`src/rtl/regfile_pkg.sv`:
```
// Shared defaults and write-source encoding for the register-file write-port arbiter.
package regfile_pkg;
  localparam int DATA_W_DEF = 32;
  localparam int REG_AW_DEF = 5;

  typedef enum logic [1:0] {
    SRC_NONE,
    SRC_WB,
    SRC_MD
  } src_t;
endpackage

```
`src/rtl/md_result_fifo.sv`:
```
// Show-ahead sync FIFO for mult/div results; head visible the cycle after push.
// Backpressure via count: push ignored when full, pop ignored when empty.
module md_result_fifo #(
  parameter int WIDTH = 37,
  parameter int DEPTH = 2
) (
  input  logic                         clock,
  input  logic                         ctrl_reset_n,
  input  logic                         push,
  input  logic [WIDTH-1:0]             pushData,
  input  logic                         pop,
  output logic [WIDTH-1:0]             headData,
  output logic [$clog2(DEPTH+1)-1:0]   count
);
  localparam int PTR_W = $clog2(DEPTH);
  localparam int CNT_W = $clog2(DEPTH + 1);
  localparam logic [CNT_W-1:0] FULL_CNT = CNT_W'(DEPTH);

  logic [WIDTH-1:0] mem [DEPTH];
  logic [PTR_W-1:0] wrPtr;
  logic [PTR_W-1:0] rdPtr;
  logic             doPush;
  logic             doPop;

  assign doPush   = push && (count != FULL_CNT);
  assign doPop    = pop && (count != '0);
  assign headData = mem[rdPtr];

  // Storage is not reset; pointers and count alone define validity.
  always_ff @(posedge clock) begin
    if (doPush) mem[wrPtr] <= pushData;
  end

  always_ff @(posedge clock or negedge ctrl_reset_n) begin
    if (!ctrl_reset_n) begin
      wrPtr <= '0;
      rdPtr <= '0;
      count <= '0;
    end else begin
      if (doPush) wrPtr <= wrPtr + 1'b1;
      if (doPop)  rdPtr <= rdPtr + 1'b1;
      case ({doPush, doPop})
        2'b10:   count <= count + 1'b1;
        2'b01:   count <= count - 1'b1;
        default: count <= count;
      endcase
    end
  end
endmodule

```
`src/rtl/regfile_wb_arbiter.sv`:
```
// Shares the regfile write port between W-stage writeback and buffered mult/div results.
// Write-out registered (WB: 1 cycle, MD: 2 cycles from accept); md_ready drops when buffer full.
module regfile_wb_arbiter
  import regfile_pkg::*;
#(
  parameter int DATA_W     = DATA_W_DEF,
  parameter int REG_AW     = REG_AW_DEF,
  parameter int FIFO_DEPTH = 2,
  parameter int STARVE_MAX = 4
) (
  input  logic              clock,
  input  logic              ctrl_reset_n,
  input  logic              wb_valid,
  input  logic [REG_AW-1:0] wb_rd,
  input  logic [DATA_W-1:0] wb_data,
  input  logic              md_valid,
  input  logic [REG_AW-1:0] md_rd,
  input  logic [DATA_W-1:0] md_data,
  output logic              md_ready,
  input  logic              md_issue_valid,
  input  logic [REG_AW-1:0] md_issue_rd,
  input  logic [REG_AW-1:0] ctrl_readRegA,
  input  logic [REG_AW-1:0] ctrl_readRegB,
  output logic              busy_a,
  output logic              busy_b,
  output logic              wb_stall,
  output logic              ctrl_writeEnable,
  output logic [REG_AW-1:0] ctrl_writeReg,
  output logic [DATA_W-1:0] data_writeReg,
  output logic              md_pending
);
  localparam int NREG     = 2 ** REG_AW;
  localparam int CNT_W    = $clog2(FIFO_DEPTH + 1);
  localparam int STARVE_W = $clog2(STARVE_MAX + 1);
  localparam logic [CNT_W-1:0]    FULL_CNT    = CNT_W'(FIFO_DEPTH);
  localparam logic [STARVE_W-1:0] STARVE_TRIG = STARVE_W'(STARVE_MAX - 1);

  typedef struct packed {
    logic [REG_AW-1:0] rd;
    logic [DATA_W-1:0] data;
  } mdEntry_t;

  mdEntry_t             pushEntry;
  mdEntry_t             headEntry;
  logic [CNT_W-1:0]     fifoCount;
  logic                 fifoNonEmpty;
  logic                 push;
  logic                 pop;
  src_t                 src;
  src_t                 outSrc;
  logic [STARVE_W-1:0]  starveCnt;
  logic [NREG-1:0]      sb;
  logic [NREG-1:0]      sbNext;

  assign fifoNonEmpty = (fifoCount != '0);
  assign md_ready     = (fifoCount != FULL_CNT);
  assign push         = md_valid && md_ready && (md_rd != '0);
  assign pushEntry    = '{rd: md_rd, data: md_data};

  md_result_fifo #(
    .WIDTH ($bits(mdEntry_t)),
    .DEPTH (FIFO_DEPTH)
  ) u_fifo (
    .clock        (clock),
    .ctrl_reset_n (ctrl_reset_n),
    .push         (push),
    .pushData     (pushEntry),
    .pop          (pop),
    .headData     (headEntry),
    .count        (fifoCount)
  );

  // W stage is frozen while wb_stall is high, so its request is ignored then.
  always_comb begin
    src = SRC_NONE;
    if (wb_stall && fifoNonEmpty)                   src = SRC_MD;
    else if (!wb_stall && wb_valid && wb_rd != '0)  src = SRC_WB;
    else if (fifoNonEmpty)                          src = SRC_MD;
  end

  assign pop = (src == SRC_MD);

  always_ff @(posedge clock or negedge ctrl_reset_n) begin
    if (!ctrl_reset_n) begin
      ctrl_writeEnable <= 1'b0;
      ctrl_writeReg    <= '0;
      data_writeReg    <= '0;
      outSrc           <= SRC_NONE;
    end else begin
      ctrl_writeEnable <= (src != SRC_NONE);
      outSrc           <= src;
      if (src == SRC_WB) begin
        ctrl_writeReg <= wb_rd;
        data_writeReg <= wb_data;
      end else if (src == SRC_MD) begin
        ctrl_writeReg <= headEntry.rd;
        data_writeReg <= headEntry.data;
      end
    end
  end

  // Counts consecutive cycles a buffered result lost the port; the stall slot pops it.
  always_ff @(posedge clock or negedge ctrl_reset_n) begin
    if (!ctrl_reset_n) begin
      starveCnt <= '0;
      wb_stall  <= 1'b0;
    end else begin
      wb_stall <= 1'b0;
      if (!fifoNonEmpty || pop) begin
        starveCnt <= '0;
      end else begin
        starveCnt <= starveCnt + 1'b1;
        if (starveCnt == STARVE_TRIG) wb_stall <= 1'b1;
      end
    end
  end

  // Clear lands on the edge where the regfile commits the MD write; a fresh issue wins.
  always_comb begin
    sbNext = sb;
    if (ctrl_writeEnable && outSrc == SRC_MD) sbNext[ctrl_writeReg] = 1'b0;
    if (md_issue_valid) sbNext[md_issue_rd] = 1'b1;
    sbNext[0] = 1'b0;
  end

  always_ff @(posedge clock or negedge ctrl_reset_n) begin
    if (!ctrl_reset_n) sb <= '0;
    else               sb <= sbNext;
  end

  assign busy_a     = sb[ctrl_readRegA];
  assign busy_b     = sb[ctrl_readRegB];
  assign md_pending = (sb != '0) || fifoNonEmpty;
endmodule
```
`config.mk`:
```
export PLATFORM = sky130hd
export DESIGN_NAME = regfile_wb_arbiter
export DESIGN_NICKNAME = d
export VERILOG_FILES = /design/src/rtl/regfile_pkg.sv /design/src/rtl/md_result_fifo.sv /design/src/rtl/regfile_wb_arbiter.sv
export SDC_FILE = /design/constraint.sdc
export NUM_CORES = 1
export LEC_CHECK = 0
export BUFFER_PORTS_ARGS = -buffer_cell sky130_fd_sc_hd__buf_4
export CELL_PAD_IN_SITES_DETAIL_PLACEMENT = 0
export CELL_PAD_IN_SITES_GLOBAL_PLACEMENT = 1
export CORE_MARGIN = 1
export CORE_UTILIZATION = 48
export DETAILED_ROUTE_END_ITERATION = 6
export PLACE_DENSITY = 0.91
export SLEW_MARGIN = 5
export SYNTH_ARGS = -nofsm -noshare
export SYNTH_HDL_FRONTEND = slang
export SYNTH_SLANG_ARGS = --single-unit
```
`constraint.sdc`:
```
create_clock -name clock -period 5.9 [get_ports clock]
set_clock_uncertainty 0.15 [all_clocks]
set_input_delay 1.475 -clock clock [delete_from_list [all_inputs] [get_ports clock]]
set_output_delay 1.475 -clock clock [all_outputs]
set_load 0.02 [all_outputs]
```
==> qor.yml, run 1 <==
worst_setup_path:
  critical_path_peak_fanout: 10
  cp.required_ns: 4.28
  cp_data_arrival_time_ns: 2.66
  cp-start-kind: "primary input"
  crit_slowest_cell: "sky130_fd_sc_hd__mux4_2"
  path_class: "in -> out"
  cpMostUsedCell: "sky130_fd_sc_hd__buf_4"
  path_buf_inv: 2
  timing.critical_path.cells: "buf_4, mux4_2, nand2b_1, o211ai_1, nand4_1, buf_4"
  highest_cell_delay_on_the_worst_timing_path_ns: 0.50
  top_cell_family_by_delay_on_the_critical_path: "multiplexers"
  setup.worst_path.end_class: "primary output"
detailed_routing:
  post_drt_wl_per_cell_um: 18.9
  routed_wirelength_um: 16100
  first_iter_violations: 309
  post_drt_via_cell_ratio: 5.77
  via_count: 4914
  antenna_violating_nets_post_route: 0
  drcViolationCount: 0
  drtPass1Iterations: 5
yosys:
  synth-seq-cells: 153
  synth_nets: 630
  synth-seq-area-share_pct: 61.3
  syn_area_mm2: 0.00685
  yosys-mux-area-fraction_pct: 16.1
  yosysUniqueCellTypes: 39
  synth_compound_area_share_pct: 9.74
  synth_warnings: 0
  synth_top_family_by_area: "multiplexers"
  number_of_enable_type_register_cells_in_the_synthesized_netlist: 74
  post_synth_fa_ha_maj_area_fraction_pct: 1.10
  synth_simple_gate_area_share_pct: 8.57
  synth_cells: 530
  synth_flop_cell: "sky130_fd_sc_hd__dfrtp_1"
  synth-xor-area-share_pct: 0.640
  synthArstFlopShare_pct: 51.6
  syn_avg_cell_area_um2: 12.9
power:
  worst_supply_voltage_drop_on_vdd_v: 0.000293
  power_share_of_the_combinational_group_pct: 33.2
  power.switching_fraction_pct: 33.9
  power.density_mw_per_mm2: 507
  leakagePower_nw: 3.43
  power.sequential.fraction_pct: 40.8
  internal_power_mw: 2.89
  clock_power_share_pct: 25.9
  switching_power_mw: 1.48
place:
  io_buffers: 136
  weighted_congestion_at_the_end_of_routability_driven_global_placement: 0.917
  detailed_place_hpwl_um: 10800
  placed_area_mm2: 0.00799
clock_network:
  cts.hold.buffers_added: 0
  cts_tree: "done"
  cts_num_sinks: 153
  worstSkewPairLatency_ns: 0.41
  cts_root_buffer_type: "sky130_fd_sc_hd__clkbuf_16"
  clk_pin_slew_ns: 0.06
  cts_resized: 0
  cts_buffers: 17
  htree_levels: 4
  max-clock-path-buffers: 2
  postCtsSetupRepairBufs: 0
floorplanning:
  dieHeight_um: 121
  floorplan.io_pins: 137
  placement_rows: 43
  die-area_mm2: 0.0147
  placeableCoreArea_mm2: 0.0139
  horizontal_die_dimension_um: 121
  start_util_pct: 49.3
global_routing:
  first_global_vias: 5022
  grt_overflow: 0
  grt_usage_pct: 22.7
  antenna_found_initial: 0
  grt_start_max_net_pins: 80
  grt_first_pass_wirelength_um: 25100
sta:
  period_share_pct: 72.6
  worst_max_slew_pin_slew_ns: 1.14
  setup-violations-final: 0
  max_clock_freq_mhz: 233
  fin_hold_ws_ns: 0.286
  period_needed_ns: 4.28
  totalNegativeSetupSlack_ns: 0
  max_slew_margin_vs_limit_pct: 23.7
  maxSlewViolCount: 0
  rsz_0062_raised_after_global_routing: "no"
  timing_hold_violations_final: 0
finish:
  area_occupied_by_multi_input_gates_mm2: 0.00249
  layout.nets: 758
  flow.area_growth_from_synthesis_pct: 25.8
  final_design_area_no_fill_mm2: 0.00862
  num-fill-cells: 1063
  n_antenna_cell: 0
  share_of_cells_above_drive_strength_1_pct: 33.8
  combined_flip_flop_and_latch_cell_area_mm2: 0.00420
  utilization_pct: 62.1
worst_hold_path:
  hold_class: "reg -> reg"
run:
  max_cap_viol_count: 0
outcome:
  status: "finished clean"
==> final timing paths <==
path	from	end	cells after the start	slack, ns
setup reg to reg	wb_stall	data_writeReg[7]	6	3.24
max in group asynchronous	ctrl_reset_n	u_fifo.rdPtr	1	3.82
min in group asynchronous	ctrl_reset_n	data_writeReg[0]	1	1.08
hold reg to reg	starveCnt[0]	starveCnt[0]	1	0.29
hold / removal	starveCnt[0]	starveCnt[0]	1	0.29
setup / recovery	ctrl_readRegA[1]	busy_a	6	1.62
==> Yosys cell counts, types with 2 or more instances <==
master	n	area [um^2]
sky130_fd_sc_hd__buf_2	11	55.1
sky130_fd_sc_hd__a22oi_1	4	30.0
sky130_fd_sc_hd__nor2_1	12	45.0
sky130_fd_sc_hd__nor4_1	7	43.8
sky130_fd_sc_hd__nand3b_1	9	67.6
sky130_fd_sc_hd__clkbuf_1	7	26.3
sky130_fd_sc_hd__edfxtp_1	74	2220
sky130_fd_sc_hd__mux2i_1	55	551
sky130_fd_sc_hd__a211oi_1	2	15.0
sky130_fd_sc_hd__xnor2_1	3	26.3
sky130_fd_sc_hd__mux2_2	37	417
sky130_fd_sc_hd__ha_1	6	75.1
sky130_fd_sc_hd__a21oi_1	6	30.0
sky130_fd_sc_hd__o41ai_2	2	32.5
sky130_fd_sc_hd__or3b_2	4	35.0
sky130_fd_sc_hd__nand2b_1	5	31.3
sky130_fd_sc_hd__nand4_1	5	31.3
sky130_fd_sc_hd__nor3_1	3	15.0
sky130_fd_sc_hd__or4_1	2	15.0
sky130_fd_sc_hd__or3b_1	2	17.5
sky130_fd_sc_hd__mux4_2	6	135
sky130_fd_sc_hd__o41ai_1	4	35.0
sky130_fd_sc_hd__nand3_1	11	55.1
sky130_fd_sc_hd__xor2_1	2	17.5
sky130_fd_sc_hd__buf_1	5	18.8
sky130_fd_sc_hd__o2111ai_1	2	17.5
sky130_fd_sc_hd__dfrtp_1	79	1980
sky130_fd_sc_hd__o211ai_1	2	15.0
sky130_fd_sc_hd__buf_4	5	37.5
sky130_fd_sc_hd__nor3b_1	2	15.0
sky130_fd_sc_hd__nor2b_1	6	37.5
sky130_fd_sc_hd__o21ai_0	94	470
sky130_fd_sc_hd__clkbuf_2	2	10.0
sky130_fd_sc_hd__nand2_1	43	161
sky130_fd_sc_hd__inv_1	7	26.3
==> logic make-up (layout without fill, tap and decap cells) <==
group,after synthesis,after routing
XOR/XNOR,5,5
adder cells (fa/ha/maj),6,6
AO/OA/AOI/OAI,118,118
flip-flops,153,153
AND/OR/NAND/NOR,113,113
multiplexers,98,98
buffers and inverters,37,178
==> placed cells by master (no fill, tap or decap), types with 7 or more instances in the layout <==
master                        n
sky130_fd_sc_hd__buf_4      139
sky130_fd_sc_hd__clkbuf_16   17
sky130_fd_sc_hd__dfrtp_1     78
sky130_fd_sc_hd__edfxtp_1    74
sky130_fd_sc_hd__inv_1        7
sky130_fd_sc_hd__mux2_2      37
sky130_fd_sc_hd__mux2i_1     55
sky130_fd_sc_hd__nand2_1     43
sky130_fd_sc_hd__nand3_1     11
sky130_fd_sc_hd__nand3b_1     9
sky130_fd_sc_hd__nor2_1      10
sky130_fd_sc_hd__nor4_1       7
sky130_fd_sc_hd__o21ai_0     94
==> final cells by class <==
cell class                      count  share of cell area, %
Clock inverter                     14                   2.31
Inverter                            7                  0.305
Clock buffer                       18                   4.98
Multi-Input combinational cell    340                   28.9
Tap cell                          180                   2.61
Timing Repair Buffer              139                   12.1
Sequential cell                   153                   48.8
==> metrics by stage <==
step	setup WS (ns)	cells	power, mW
5_1_grt	1.51	851	4.57
3_5_place_dp	1.42	819	3.23
6_report	1.62	851	4.37
2_1_floorplan	1.68	530	2.68
3_3_place_gp	1.49	819	3.18
4_1_cts	1.61	851	4.38
==> layer usage <==
metal	GRT usage (%)	wire, um	share of wire, %
met1	27.1	6200	39
met2	37.3	8030	50
met3	6.77	1400	8.7
met4	11.3	438	2.7
met5	0	0	0
==> state kept, by name, indices dropped and copies added, names as in the netlist <==
signal / flops
u_fifo.mem: 74
data_writeReg: 32
sb: 31
ctrl_writeReg: 5
starveCnt: 3
outSrc: 2
u_fifo.count: 2
ctrl_writeEnable: 1
u_fifo.rdPtr: 1
u_fifo.wrPtr: 1
wb_stall: 1
==> power by group through the flow <==
stage | clock [mW] | combinational [mW] | sequential [mW]
floorplan | 0 | 0.840 | 1.84
global placement | 0 | 1.40 | 1.77
global route | 1.18 | 1.57 | 1.82
CTS | 1.15 | 1.46 | 1.78
finish | 1.13 | 1.45 | 1.78
detailed placement | 0 | 1.44 | 1.79
Note: power is estimated with default switching activity, not from simulation.
==> inputs of run 2 (changes only) <==
--- a/config.mk
+++ b/config.mk
@@ -9,9 +9,9 @@
 export CELL_PAD_IN_SITES_DETAIL_PLACEMENT = 0
 export CELL_PAD_IN_SITES_GLOBAL_PLACEMENT = 1
 export CORE_MARGIN = 1
-export CORE_UTILIZATION = 48
+export CORE_UTILIZATION = 44
 export DETAILED_ROUTE_END_ITERATION = 6
-export PLACE_DENSITY = 0.91
+export PLACE_DENSITY = 0.84
 export SLEW_MARGIN = 5
 export SYNTH_ARGS = -nofsm -noshare
 export SYNTH_HDL_FRONTEND = slang
==> constraint.sdc (replaced) <==
create_clock -name clock -period 4.25 [get_ports clock]
set_clock_uncertainty 0.15 [all_clocks]
set_input_delay 1.0625 -clock clock [delete_from_list [all_inputs] [get_ports clock]]
set_output_delay 1.0625 -clock clock [all_outputs]
set_load 0.02 [all_outputs]
==> qor.yml, run 2 (synthesis results as in run 1) <==
finish:
  final_design_area_no_fill_mm2: 0.00857  # -0.51%
  flow.area_growth_from_synthesis_pct: 25.2
  largest_register_ffs: 74  # unchanged
  final_cells: 860  # +1.1%
  most_frequent_standard_cell_in_the_layout_excluding_fill_and_tap_cells: "sky130_fd_sc_hd__buf_4"
  area_occupied_by_multi_input_gates_mm2: 0.00249  # unchanged
  n_antenna_cell: 0  # unchanged
  most_flops_register: "u_fifo.mem"
  utilization_pct: 56.4  # -5.7 points
  layout.nets: 759  # +0.13%
  num-fill-cells: 1261  # +19%
  largest_registers: "u_fifo.mem x74, data_writeReg x32, sb x31"
  share_of_cells_above_drive_strength_1_pct: 34.1  # +0.25 points
  combined_flip_flop_and_latch_cell_area_mm2: 0.00420  # unchanged
  layout.cells.most_common_list: "sky130_fd_sc_hd__buf_4, sky130_fd_sc_hd__o21ai_0, sky130_fd_sc_hd__dfrtp_1"
worst_setup_path:
  cp-start-kind: "primary input"
  crit_slowest_cell: "sky130_fd_sc_hd__mux4_2"
  path_class: "in -> out"
  reg2reg_depth: 6  # unchanged
  cp_data_arrival_time_ns: 2.23  # -0.43 ns
  top_cell_family_by_delay_on_the_critical_path: "multiplexers"
  path_buf_inv: 2  # unchanged
  cp.required_ns: 3.04  # -1.24 ns
  setup.worst_path.end_class: "primary output"
  critical_path_peak_fanout: 10  # unchanged
  setup.reg_to_reg.worst_slack_ns: 1.50  # -1.74 ns
  timing.critical_path.cells: "buf_4, mux4_2, nand2b_1, o211ai_1, nand4_1, buf_4"
  rr_endpoint: "data_writeReg[18]"
  timing.rr.start: "wb_stall"
  cpMostUsedCell: "sky130_fd_sc_hd__buf_4"
  highest_cell_delay_on_the_worst_timing_path_ns: 0.49  # about the same
sta:
  setup-violations-final: 0  # unchanged
  totalNegativeSetupSlack_ns: 0  # unchanged
  max_slew_margin_vs_limit_pct: 19.1  # -4.6 points
  timing_hold_violations_final: 0  # unchanged
  period_share_pct: 81.1
  maxSlewViolCount: 0  # unchanged
  max_clock_freq_mhz: 290
  rsz_0062_raised_after_global_routing: "no"
  period_needed_ns: 3.45
  worst_max_slew_pin_slew_ns: 1.21  # +0.0715 ns
run:
  max_cap_viol_count: 0  # unchanged
clock_network:
  worstSkewPairLatency_ns: 0.41  # about the same
  htree_levels: 4  # unchanged
  cts_buffers: 17  # unchanged
  cts_root_buffer_type: "sky130_fd_sc_hd__clkbuf_16"
  cts_resized: 0  # unchanged
  cts_tree: "done"
  cts.hold.buffers_added: 0  # unchanged
  postCtsSetupRepairBufs: 0  # unchanged
  cts_num_sinks: 153  # unchanged
  clk_pin_slew_ns: 0.06  # about the same
  max-clock-path-buffers: 2  # unchanged
power:
  clock_power_share_pct: 24.4  # -1.5 points
  leakagePower_nw: 3.42  # -0.28%
  power.switching_fraction_pct: 34.8  # +0.88 points
  switching_power_mw: 2.05  # +38%
  power_share_of_the_combinational_group_pct: 32.6  # -0.6 points
  power.sequential.fraction_pct: 43.1  # +2.3 points
  worst_supply_voltage_drop_on_vdd_v: 0.000389  # +33%
  internal_power_mw: 3.84  # +33%
  power.density_mw_per_mm2: 687  # +36%
detailed_routing:
  via_count: 4815  # -2.0%
  routed_wirelength_um: 15700  # -2.0%
  drcViolationCount: 0  # unchanged
  drtPass1Iterations: 5  # unchanged
  antenna_violating_nets_post_route: 0  # unchanged
  first_iter_violations: 304  # -1.6%
  post_drt_wl_per_cell_um: 18.3  # -3.0%
  post_drt_via_cell_ratio: 5.60  # -3.0%
place:
  weighted_congestion_at_the_end_of_routability_driven_global_placement: 0.889  # -3.0%
  placed_area_mm2: 0.00801  # +0.22%
  io_buffers: 136  # unchanged
  detailed_place_hpwl_um: 11000  # +1.5%
  place_inst: 828  # +1.1%
floorplanning:
  dieHeight_um: 127  # +4.4%
  placement_rows: 45  # +4.7%
  die-area_mm2: 0.0161  # +8.9%
  start_util_pct: 45.0  # -4.3 points
  placeableCoreArea_mm2: 0.0152  # +9.5%
  horizontal_die_dimension_um: 127  # +4.4%
  floorplan.io_pins: 137  # unchanged
global_routing:
  grt_usage_pct: 20.5  # -2.2 points
  global_route.usage.met2_pct: 34.5  # -2.8 points
  antenna_found_initial: 0  # unchanged
  grt_use_met3_pct: 7.84  # +1.1 points
  grt_start_max_net_pins: 80  # unchanged
  grt_overflow: 0  # unchanged
  globalRouteMet1Util_pct: 24.5  # -2.6 points
  grt_first_pass_wirelength_um: 25200  # +0.47%
  busiest_layer: "met2"
  first_global_vias: 4935  # -1.7%
worst_hold_path:
  worst_hold_path.num_cells: 1  # unchanged
  hold_path_startpoint: "starveCnt[0]"
  hold_class: "reg -> reg"
  worst_hold_path.endpoint: "starveCnt[0]"
outcome:
  status: "finished clean"
-- run 2: changes by cell type in the layout (fill, tap and decap cells not counted) --
cell	previous run	this run
sky130_fd_sc_hd__clkinv_2	1	2
sky130_fd_sc_hd__inv_8	1	0
sky130_fd_sc_hd__inv_6	0	6
sky130_fd_sc_hd__clkbuf_1	1	0
sky130_fd_sc_hd__bufinv_16	4	1
sky130_fd_sc_hd__clkinv_4	2	3
sky130_fd_sc_hd__buf_4	139	140
sky130_fd_sc_hd__clkinvlp_4	6	3
-- run 2: how the worst max path moves through the flow --
stage                     startpoint                to  slack [ns]  depth (start not counted)
finish              ctrl_readRegB[1]            busy_b        0.80                          6
global route        ctrl_readRegA[1]            busy_a        0.72                          6
CTS                 ctrl_readRegB[1]            busy_b        0.79                          6
detailed placement          wb_rd[1]  ctrl_writeReg[2]        0.62                          8
global placement            wb_rd[1]  ctrl_writeReg[3]        0.74                          8
floorplan                   md_rd[3]  u_fifo.mem[0][0]        0.80                          3
-- run 2: power by group through the flow --
stage / Sequential (mW) / Combinational (mW) / Clock (mW)
after global routing: 2.61 / 2.09 / 1.53
final: 2.54 / 1.92 / 1.44
after CTS: 2.54 / 1.94 / 1.46
after global placement: 2.54 / 1.88 / 0
after detailed placement: 2.56 / 1.94 / 0
after floorplan: 2.55 / 1.17 / 0
-- run 2: cell type report --
cell class	instances	area share, %
Tap cell	188	2.74
Sequential cell	153	49.0
Clock inverter	15	1.65
Clock buffer	17	4.96
Timing Repair Buffer	140	12.3
Multi-Input combinational cell	340	29.1
Inverter	7	0.307
-- run 2: stage by stage --
step / worst slack [ns] / hold WS [ns] / power [mW]
2_1_floorplan: 0.800 / 0.265 / 3.72
3_3_place_gp: 0.740 / 0.278 / 4.42
3_5_place_dp: 0.620 / 0.287 / 4.50
4_1_cts: 0.792 / 0.295 / 5.94
5_1_grt: 0.724 / 0.321 / 6.22
6_report: 0.803 / 0.297 / 5.89
-- run 2: routing by layer --
metal	up-vias	wire, um
met1	2378	6410
li1	2250	-
met3	20	1270
met5	-	0
met2	167	7880
met4	0	195
